**config.mk**
```make
export PLATFORM = sky130hd
export DESIGN_NAME = riscv_trace_capture_flat
export DESIGN_NICKNAME = d
export VERILOG_FILES = /design/src/rtl/riscv_trace_capture_if.sv /design/src/rtl/riscv_trace_capture.sv /design/src/flat_wrapper.sv
export SDC_FILE = /design/constraint.sdc
export NUM_CORES = 2
export LEC_CHECK = 0
export ABC_AREA = 1
export BUFFER_PORTS_ARGS = -buffer_cell sky130_fd_sc_hd__buf_4
export CAP_MARGIN = 20
export CORE_UTILIZATION = 55
export DETAILED_ROUTE_END_ITERATION = 10
export PLACE_DENSITY_LB_ADDON = 0.08
export SLEW_MARGIN = 20
export SYNTH_ARGS = -nofsm -noshare
export SYNTH_HDL_FRONTEND = slang
export SYNTH_SLANG_ARGS = --single-unit
```
**constraint.sdc**
```tcl
create_clock -name clock -period 31.2 [get_ports clock]
set_input_delay 3.12 -clock clock [delete_from_list [all_inputs] [get_ports clock]]
set_output_delay 3.12 -clock clock [all_outputs]
set_load 0.005 [all_outputs]
```
**src/rtl/riscv_trace_capture_if.sv**
```systemverilog
// Core tracer/data-bus inputs and trace-record output bundle for riscv_trace_capture.
// Optional macro RV_TRACE_TIMESTAMP_EN adds the out_timestamp field.
interface riscv_trace_capture_if;
   logic        valid;
   logic [31:0] instr;
   logic        trap;
   logic [4:0]  rd_addr;
   logic [31:0] rd_wdata;
   logic [31:0] pc;
   logic        dvalid;
   logic        dready;
   logic        dwrite;
   logic [31:0] daddr;
   logic [3:0]  dwstb;
   logic [31:0] dwdata;
   logic [31:0] drdata;
   logic        out_valid;
   logic        out_ready;
   logic [31:0] out_pc;
   logic [31:0] out_instr;
   logic [31:0] out_rd_wdata;
   logic [31:0] out_mem_addr;
   logic [31:0] out_mem_data;
   logic        out_intr;
   logic [4:0]  out_rd_addr;
   logic [3:0]  out_mem_rmask;
   logic [3:0]  out_mem_wmask;
`ifdef RV_TRACE_TIMESTAMP_EN
   logic [31:0] out_timestamp;
`endif

   modport master (
      output valid, instr, trap, rd_addr, rd_wdata, pc,
      output dvalid, dready, dwrite, daddr, dwstb, dwdata, drdata, out_ready,
      input  out_valid, out_pc, out_instr, out_rd_wdata, out_mem_addr, out_mem_data,
      input  out_intr, out_rd_addr, out_mem_rmask, out_mem_wmask
`ifdef RV_TRACE_TIMESTAMP_EN
      , input out_timestamp
`endif
   );

   modport slave (
      input  valid, instr, trap, rd_addr, rd_wdata, pc,
      input  dvalid, dready, dwrite, daddr, dwstb, dwdata, drdata, out_ready,
      output out_valid, out_pc, out_instr, out_rd_wdata, out_mem_addr, out_mem_data,
      output out_intr, out_rd_addr, out_mem_rmask, out_mem_wmask
`ifdef RV_TRACE_TIMESTAMP_EN
      , output out_timestamp
`endif
   );
endinterface

```
**src/rtl/riscv_trace_capture.sv**
```systemverilog
// Retirement-trace front end: merges data accesses into retire records, buffers them in a FWFT FIFO.
// Optional macro RV_TRACE_TIMESTAMP_EN adds a 32-bit push-cycle timestamp to every record.
module riscv_trace_capture #(
   parameter int FIFO_DEPTH     = 8,
   parameter int DROP_CNT_WIDTH = 16
) (
   input  logic                      clock,
   input  logic                      reset,
   riscv_trace_capture_if.slave      tr,
   input  logic                      ovf_clr,
   output logic                      overflow,
   output logic [DROP_CNT_WIDTH-1:0] drop_count
);
   localparam int AW = $clog2(FIFO_DEPTH);

   typedef struct packed {
      logic [31:0] addr;
      logic [31:0] data;
      logic [3:0]  rmask;
      logic [3:0]  wmask;
   } acc_t;

   typedef struct packed {
`ifdef RV_TRACE_TIMESTAMP_EN
      logic [31:0] timestamp;
`endif
      logic [31:0] pc;
      logic [31:0] instr;
      logic        intr;
      logic [4:0]  rd_addr;
      logic [31:0] rd_wdata;
      acc_t        mem;
   } rec_t;

   logic                      acc, push, pop, push_ok, drop, full, empty;
   acc_t                      acc_cur, cap_q, cap_d;
   rec_t                      rec_in, head, last_q, last_d, out_rec;
   rec_t                      mem_q [FIFO_DEPTH];
   logic [AW:0]               wr_ptr_q, wr_ptr_d, rd_ptr_q, rd_ptr_d;
   logic                      overflow_q, overflow_d;
   logic [DROP_CNT_WIDTH-1:0] drop_q, drop_d;
`ifdef RV_TRACE_TIMESTAMP_EN
   logic [31:0]               ts_q;
`endif

   always_comb begin
      acc           = tr.dvalid && tr.dready;
      push          = tr.valid || tr.trap;
      acc_cur.addr  = tr.daddr;
      acc_cur.data  = tr.dwrite ? tr.dwdata : tr.drdata;
      acc_cur.rmask = tr.dwrite ? 4'h0 : 4'hF;
      acc_cur.wmask = tr.dwrite ? tr.dwstb : 4'h0;
   end

   // A same-cycle access bypasses the capture register; every push empties it.
   always_comb begin
      rec_in.pc       = tr.pc;
      rec_in.instr    = tr.instr;
      rec_in.intr     = tr.trap;
      rec_in.rd_addr  = tr.rd_addr;
      rec_in.rd_wdata = tr.rd_wdata;
      rec_in.mem      = acc ? acc_cur : cap_q;
`ifdef RV_TRACE_TIMESTAMP_EN
      rec_in.timestamp = ts_q;
`endif
      cap_d = cap_q;
      if (push)     cap_d = '0;
      else if (acc) cap_d = acc_cur;
   end

   always_comb begin
      empty    = (wr_ptr_q == rd_ptr_q);
      full     = (wr_ptr_q[AW] != rd_ptr_q[AW]) && (wr_ptr_q[AW-1:0] == rd_ptr_q[AW-1:0]);
      head     = mem_q[rd_ptr_q[AW-1:0]];
      pop      = !empty && tr.out_ready;
      push_ok  = push && (!full || pop);
      drop     = push && full && !pop;
      wr_ptr_d = push_ok ? wr_ptr_q + (AW+1)'(1) : wr_ptr_q;
      rd_ptr_d = pop ? rd_ptr_q + (AW+1)'(1) : rd_ptr_q;
      last_d   = pop ? head : last_q;
      out_rec  = empty ? last_q : head;
   end

   // A drop in the same cycle as a clear leaves exactly one drop recorded.
   always_comb begin
      overflow_d = overflow_q;
      drop_d     = drop_q;
      if (ovf_clr) begin
         overflow_d = 1'b0;
         drop_d     = '0;
      end
      if (drop) begin
         overflow_d = 1'b1;
         if (ovf_clr)     drop_d = DROP_CNT_WIDTH'(1);
         else if (~&drop_q) drop_d = drop_q + DROP_CNT_WIDTH'(1);
      end
   end

   // NOTE: record storage has no reset; validity comes solely from the pointers.
   always_ff @(posedge clock) begin
      if (!reset && push_ok) mem_q[wr_ptr_q[AW-1:0]] <= rec_in;
   end

   always_ff @(posedge clock) begin
      if (reset) begin
         cap_q      <= '0;
         last_q     <= '0;
         wr_ptr_q   <= '0;
         rd_ptr_q   <= '0;
         overflow_q <= 1'b0;
         drop_q     <= '0;
      end else begin
         cap_q      <= cap_d;
         last_q     <= last_d;
         wr_ptr_q   <= wr_ptr_d;
         rd_ptr_q   <= rd_ptr_d;
         overflow_q <= overflow_d;
         drop_q     <= drop_d;
      end
   end

`ifdef RV_TRACE_TIMESTAMP_EN
   always_ff @(posedge clock) begin
      if (reset) ts_q <= '0;
      else       ts_q <= ts_q + 32'd1;
   end
   assign tr.out_timestamp = out_rec.timestamp;
`endif

   assign tr.out_valid     = !empty;
   assign tr.out_pc        = out_rec.pc;
   assign tr.out_instr     = out_rec.instr;
   assign tr.out_intr      = out_rec.intr;
   assign tr.out_rd_addr   = out_rec.rd_addr;
   assign tr.out_rd_wdata  = out_rec.rd_wdata;
   assign tr.out_mem_addr  = out_rec.mem.addr;
   assign tr.out_mem_data  = out_rec.mem.data;
   assign tr.out_mem_rmask = out_rec.mem.rmask;
   assign tr.out_mem_wmask = out_rec.mem.wmask;
   assign overflow         = overflow_q;
   assign drop_count       = drop_q;
endmodule

```
**src/flat_wrapper.sv**
```systemverilog
// flat-port wrapper written by rule: the top's interface ports become plain ports
module riscv_trace_capture_flat 
#(
   parameter int FIFO_DEPTH     = 8,
   parameter int DROP_CNT_WIDTH = 16
)
  (clock, reset, ovf_clr, overflow, drop_count, tr_valid, tr_instr, tr_trap, tr_rd_addr, tr_rd_wdata, tr_pc, tr_dvalid, tr_dready, tr_dwrite, tr_daddr, tr_dwstb, tr_dwdata, tr_drdata, tr_out_ready, tr_out_valid, tr_out_pc, tr_out_instr, tr_out_rd_wdata, tr_out_mem_addr, tr_out_mem_data, tr_out_intr, tr_out_rd_addr, tr_out_mem_rmask, tr_out_mem_wmask);
  riscv_trace_capture_if tr_i ();
  input  logic clock;
  input  logic reset;
  input  logic ovf_clr;
  output logic overflow;
  output logic [DROP_CNT_WIDTH-1:0] drop_count;
  input wire logic [$bits(tr_i.valid)-1:0] tr_valid;
  input wire logic [$bits(tr_i.instr)-1:0] tr_instr;
  input wire logic [$bits(tr_i.trap)-1:0] tr_trap;
  input wire logic [$bits(tr_i.rd_addr)-1:0] tr_rd_addr;
  input wire logic [$bits(tr_i.rd_wdata)-1:0] tr_rd_wdata;
  input wire logic [$bits(tr_i.pc)-1:0] tr_pc;
  input wire logic [$bits(tr_i.dvalid)-1:0] tr_dvalid;
  input wire logic [$bits(tr_i.dready)-1:0] tr_dready;
  input wire logic [$bits(tr_i.dwrite)-1:0] tr_dwrite;
  input wire logic [$bits(tr_i.daddr)-1:0] tr_daddr;
  input wire logic [$bits(tr_i.dwstb)-1:0] tr_dwstb;
  input wire logic [$bits(tr_i.dwdata)-1:0] tr_dwdata;
  input wire logic [$bits(tr_i.drdata)-1:0] tr_drdata;
  input wire logic [$bits(tr_i.out_ready)-1:0] tr_out_ready;
  output wire logic [$bits(tr_i.out_valid)-1:0] tr_out_valid;
  output wire logic [$bits(tr_i.out_pc)-1:0] tr_out_pc;
  output wire logic [$bits(tr_i.out_instr)-1:0] tr_out_instr;
  output wire logic [$bits(tr_i.out_rd_wdata)-1:0] tr_out_rd_wdata;
  output wire logic [$bits(tr_i.out_mem_addr)-1:0] tr_out_mem_addr;
  output wire logic [$bits(tr_i.out_mem_data)-1:0] tr_out_mem_data;
  output wire logic [$bits(tr_i.out_intr)-1:0] tr_out_intr;
  output wire logic [$bits(tr_i.out_rd_addr)-1:0] tr_out_rd_addr;
  output wire logic [$bits(tr_i.out_mem_rmask)-1:0] tr_out_mem_rmask;
  output wire logic [$bits(tr_i.out_mem_wmask)-1:0] tr_out_mem_wmask;
  assign tr_i.valid = tr_valid;
  assign tr_i.instr = tr_instr;
  assign tr_i.trap = tr_trap;
  assign tr_i.rd_addr = tr_rd_addr;
  assign tr_i.rd_wdata = tr_rd_wdata;
  assign tr_i.pc = tr_pc;
  assign tr_i.dvalid = tr_dvalid;
  assign tr_i.dready = tr_dready;
  assign tr_i.dwrite = tr_dwrite;
  assign tr_i.daddr = tr_daddr;
  assign tr_i.dwstb = tr_dwstb;
  assign tr_i.dwdata = tr_dwdata;
  assign tr_i.drdata = tr_drdata;
  assign tr_i.out_ready = tr_out_ready;
  assign tr_out_valid = tr_i.out_valid;
  assign tr_out_pc = tr_i.out_pc;
  assign tr_out_instr = tr_i.out_instr;
  assign tr_out_rd_wdata = tr_i.out_rd_wdata;
  assign tr_out_mem_addr = tr_i.out_mem_addr;
  assign tr_out_mem_data = tr_i.out_mem_data;
  assign tr_out_intr = tr_i.out_intr;
  assign tr_out_rd_addr = tr_i.out_rd_addr;
  assign tr_out_mem_rmask = tr_i.out_mem_rmask;
  assign tr_out_mem_wmask = tr_i.out_mem_wmask;
  riscv_trace_capture #(.FIFO_DEPTH(FIFO_DEPTH), .DROP_CNT_WIDTH(DROP_CNT_WIDTH)) u_core (.clock(clock), .reset(reset), .tr(tr_i), .ovf_clr(ovf_clr), .overflow(overflow), .drop_count(drop_count));
endmodule
```
After elaboration in Yosys (flattened, before gate mapping)
Memory sizes are Yosys's and may differ from the RTL's. A register that Yosys moved wholly into a read port is not among the register bits.
Index checks and enable logic that the tools add are counted.
Word-level totals
  register bits: 271
  output and inout bits: 192
  memories kept: 1
  RAM bits: 1392
  word-level logic and storage cells: 55
Memories
  u_core.mem_q: depth 8, bits a word 174, rd ports 1, clocked after Yosys merged registers in 1, wr ports 1, RTL line riscv_trace_capture.sv:38  | rec_t mem_q [FIFO_DEPTH];
Cells by class
  eq/ne operators: 3
  $add $sub $neg: 3
  multiplexer cells: 15
  reductions and logical operators: 16
Operators by type and width (number)
  2-to-1 mux 174 bit: 1
  2-to-1 mux 72 bit: 1
  2-to-1 mux 16 bit: 4
  2-to-1 mux 32 bit: 1
  adder 16 x 1 -> 16 bit, second input constant: 1
  AND reduction 16 bit: 1
  adder 4 x 1 -> 4 bit, second input constant: 2
  2-to-1 mux 4 bit: 2
  logical AND 1 bit: 7
  2-to-1 mux 3 bit: 2
  == test 4 bit: 1
  logical NOT 1 bit: 4
  2-to-1 mux 1 bit: 4
  == test 3 bit: 1
  logical OR 1 bit: 2
  nonzero test 2 bit: 1
  OR reduction 2 bit: 1
  != test 1 bit: 1

Longest topological paths before layout
  depth in word-level cells: 8
  gate-level depth with buffers: 12

Least setup slack after synthesis
Ideal clock, no wire load.
  path kind: input to register
  start point: input reset
  end point: memory u_core.mem_q[2][0] in the netlist's numbering, enable pin
  path slack: 14.841 ns
  arrival time: 15.437 ns
  stages: 4
  data required time: 30.277 ns
  path buffers: 1
  cell sequence: inv_1 > clkbuf_1 > nand2_1 > nor3_1
Between the ends
  longest elaborated chain between the ends: 4
RTL lines
  start, declared: RTL line flat_wrapper.sv:10  | input logic reset;
  logical NOT 1 bit: RTL line riscv_trace_capture.sv:101  | if (!reset && push_ok) mem_q[wr_ptr_q[AW-1:0]] <= rec_in;
  logical AND 1 bit: RTL line riscv_trace_capture.sv:101
  2-to-1 mux 1 bit: RTL line riscv_trace_capture.sv:101
  2-to-1 mux 1 bit (implied by the code): RTL line riscv_trace_capture.sv:101
  end, declared: RTL line riscv_trace_capture.sv:38
No other way between the ends.

==> out/results.tsv <==
metric	value	unit
status	finished clean	
wirelength, routed	173	mm
dominant cell type by area after synthesis	edfxtp_1	
first-pass GRT wire length	259	mm
post-synth top area share	63.4	%
starting density of the core	55.6	%
CP Capture Type	output pin	
global-route track usage on met2	47.8	%
clock-pin slew on the worst setup and hold paths	0.06	ns
Worst Hold Class	reg2reg	
critical path startpoint category	flop	
WS Path Type	reg2out	
Nets	6258	
DR vias/cell	5.81	
most used cell, CP	buf_4	
Final Hold Viols	0	
crit path time final	8.10	ns
Worst R2R Path Depth	9	
relative slew slack	20.6	%
die width	348	um
largest net degree at the start of global routing	240	
crit-path max FO	194	
Residual DRC	0	
GRT Max-Usage Layer	met2	
met3 Usage GRT	4.86	%
leakage power	27.1	nW
Final HPWL DP	83.9	mm
crit path cell chain	inv_8 > buf_4 > buf_4 > o21ai_0 > o21ai_1 > nand2_1 > a31oi_1 > buf_4	
CTS Buf Count	168	
Crit path arrival time	4.98	ns
commonest cells after routing, fill and taps aside	edfxtp_1, nor2_1, o21ai_0, nand2_1, buf_4	
GR Overflow Total	0	
Die H	348	um
IO Pins	402	
antenna-violating nets left	0	
Pins Over Slew Limit	0	
final RePlAce weighted congestion	0.800	
GRT Total Usage	28.3	%
Power Density	73.5	mW/mm^2
CTS H-Tree Depth	4	
MaxCap Viol Count	0	
post-CTS sizing	0	
Hold-fix buffers, CTS	0	
worst skew pair latency	0.77	ns
Post-Synthesis Cells	5819	
upper clock frequency limit	0.124	GHz
clock buffer depth	3	
Port Buf Inserts	401	
Post-CTS Setup Inserts	0	
worst slew pin tran	1.19	ns
Syn-to-layout area delta	14.2	%
initial antenna violation count	22	
Slowest cell on crit path	buf_4	
clk root buf	clkbuf_16	
setup violators final	0	
wire per inst	22.2	um
met1 Usage GRT	37.4	%
synthesized area	0.0660	mm^2
WHS Path Cells	2	
vias post-DR	45400	
core region area	0.119	mm^2
Sink Count	1666	
DRT iter0 DRCs	4395	
Netlist cell types	30	
register area share after synthesis	71.7	%
CTS tree	done	
fin crit share	25.9	%
Seq cells post-synth	1666	
number of core rows	126	
ranking of synthesized cells by area	edfxtp_1, dfxtp_1, nor2_1, o21ai_0, nand2_1	
Syn Nets	6032	
final core occ	63.5	%
drt first pass iters	6	
fraction of layout cells with a size suffix above 1	12.2	%
synthesis warning total	0	
total die area	0.121	mm^2
commonest non-fill, non-tap cell in the layout	edfxtp_1	
Peak VDD IR	0.0649	mV
number of global-route vias before repair	43000	
skew final	0.0289	ns
RSZ-0062 raised after global routing	false	
WP data required	28.08	ns
synthesized area per cell	11.3	um^2
Slowest Stage Delay on Critical Path	0.89	ns
setup TNS	0	ns
[critical path: cells and delay by family, from the launching register on]
family	cells	cell delay, ns
DFF	1	0.54
buffers and inverters	4	2.66
and+or+nand+nor	1	0.09
AOI/OAI and AO/OA	3	0.78
[flip-flops by register name, indices dropped and copies added (netlist names), named ones only]
name,cells
u_core.cap_q,72
u_core.drop_count,16
u_core.last_q,174
u_core.mem_q,1392
u_core.overflow,1
u_core.rd_ptr_q,4
u_core.wr_ptr_q,4
[worst paths after layout]
kind	from	end	slack, ns
worst min-delay path	u_core.last_q[143]	u_core.last_q[143]	0.46
worst max register to register	u_core.wr_ptr_q[2]	u_core.last_q[2]	25.90
worst max-delay path	flop	tr_out_rd_wdata[30]	23.10
worst min register to register	u_core.last_q[143]	u_core.last_q[143]	0.46
[cell type report]
| cell class | instances | area, um^2 |
|---|---|---|
| Sequential cell | 1666 | 47300 |
| Tap cell | 1600 | 2000 |
| Antenna cell | 11 | 27.5 |
| Timing Repair Buffer | 452 | 3520 |
| Clock inverter | 67 | 564 |
| Multi-Input combinational cell | 3679 | 16700 |
| Clock buffer | 249 | 4910 |
| Inverter | 78 | 328 |
| Fill cell | 9201 | 43200 |
[Yosys cell counts, drive strengths merged]
library cell	number
nor3	9
nand3b	1
xor2	5
a31oi	174
clkbuf	254
a21oi	136
edfxtp	1392
o21ai	912
inv	78
xnor2	1
nand3	18
ha	3
nand4	2
o22ai	291
dfxtp	274
buf	142
nor2	1286
nand2	776
or2	33
a211oi	32
[power by group]
part	total (W)	internal, W	switching [W]
logic	0.00102	0.000354	0.000668
clock network	0.00198	0.00116	0.000822
registers	0.00254	0.00250	0.0000384
[through the flow]
stage / cell area, um^2 / std cells / setup slack [ns] / hold slack [ns] / power [W]
2_1_floorplan: 66000 / 5819 / 14.84 / 0.445 / 0.00319
3_3_place_gp: 69800 / 7475 / 23.83 / 0.451 / 0.00359
3_5_place_dp: 69800 / 7475 / 23.83 / 0.456 / 0.00361
4_1_cts: 75300 / 7791 / 22.99 / 0.465 / 0.00557
5_1_grt: 75300 / 7798 / 22.71 / 0.479 / 0.00576
6_report: 75300 / 7802 / 23.10 / 0.465 / 0.00554
[layer usage]
layer / wire [um] / part of all wire, % / vias to the layer above
met5: 115 / 0.066 / -
met4: 4260 / 2.5 / 20
met3: 12700 / 7.4 / 274
met2: 84500 / 49 / 1610
met1: 71600 / 41 / 22300
li1: - / - / 21200
[cells by family after synthesis]
group / after synthesis / share of synthesized area [%]
and+or+nand+nor: 2125 / 12.3
DFF: 1666 / 71.7
adders and majority gates: 3 / 0.0569
buffers and inverters: 474 / 3.15
xor gates and xnor gates: 6 / 0.0797
AOI/OAI and AO/OA: 1545 / 12.7
(Power assumes the default switching activity.)
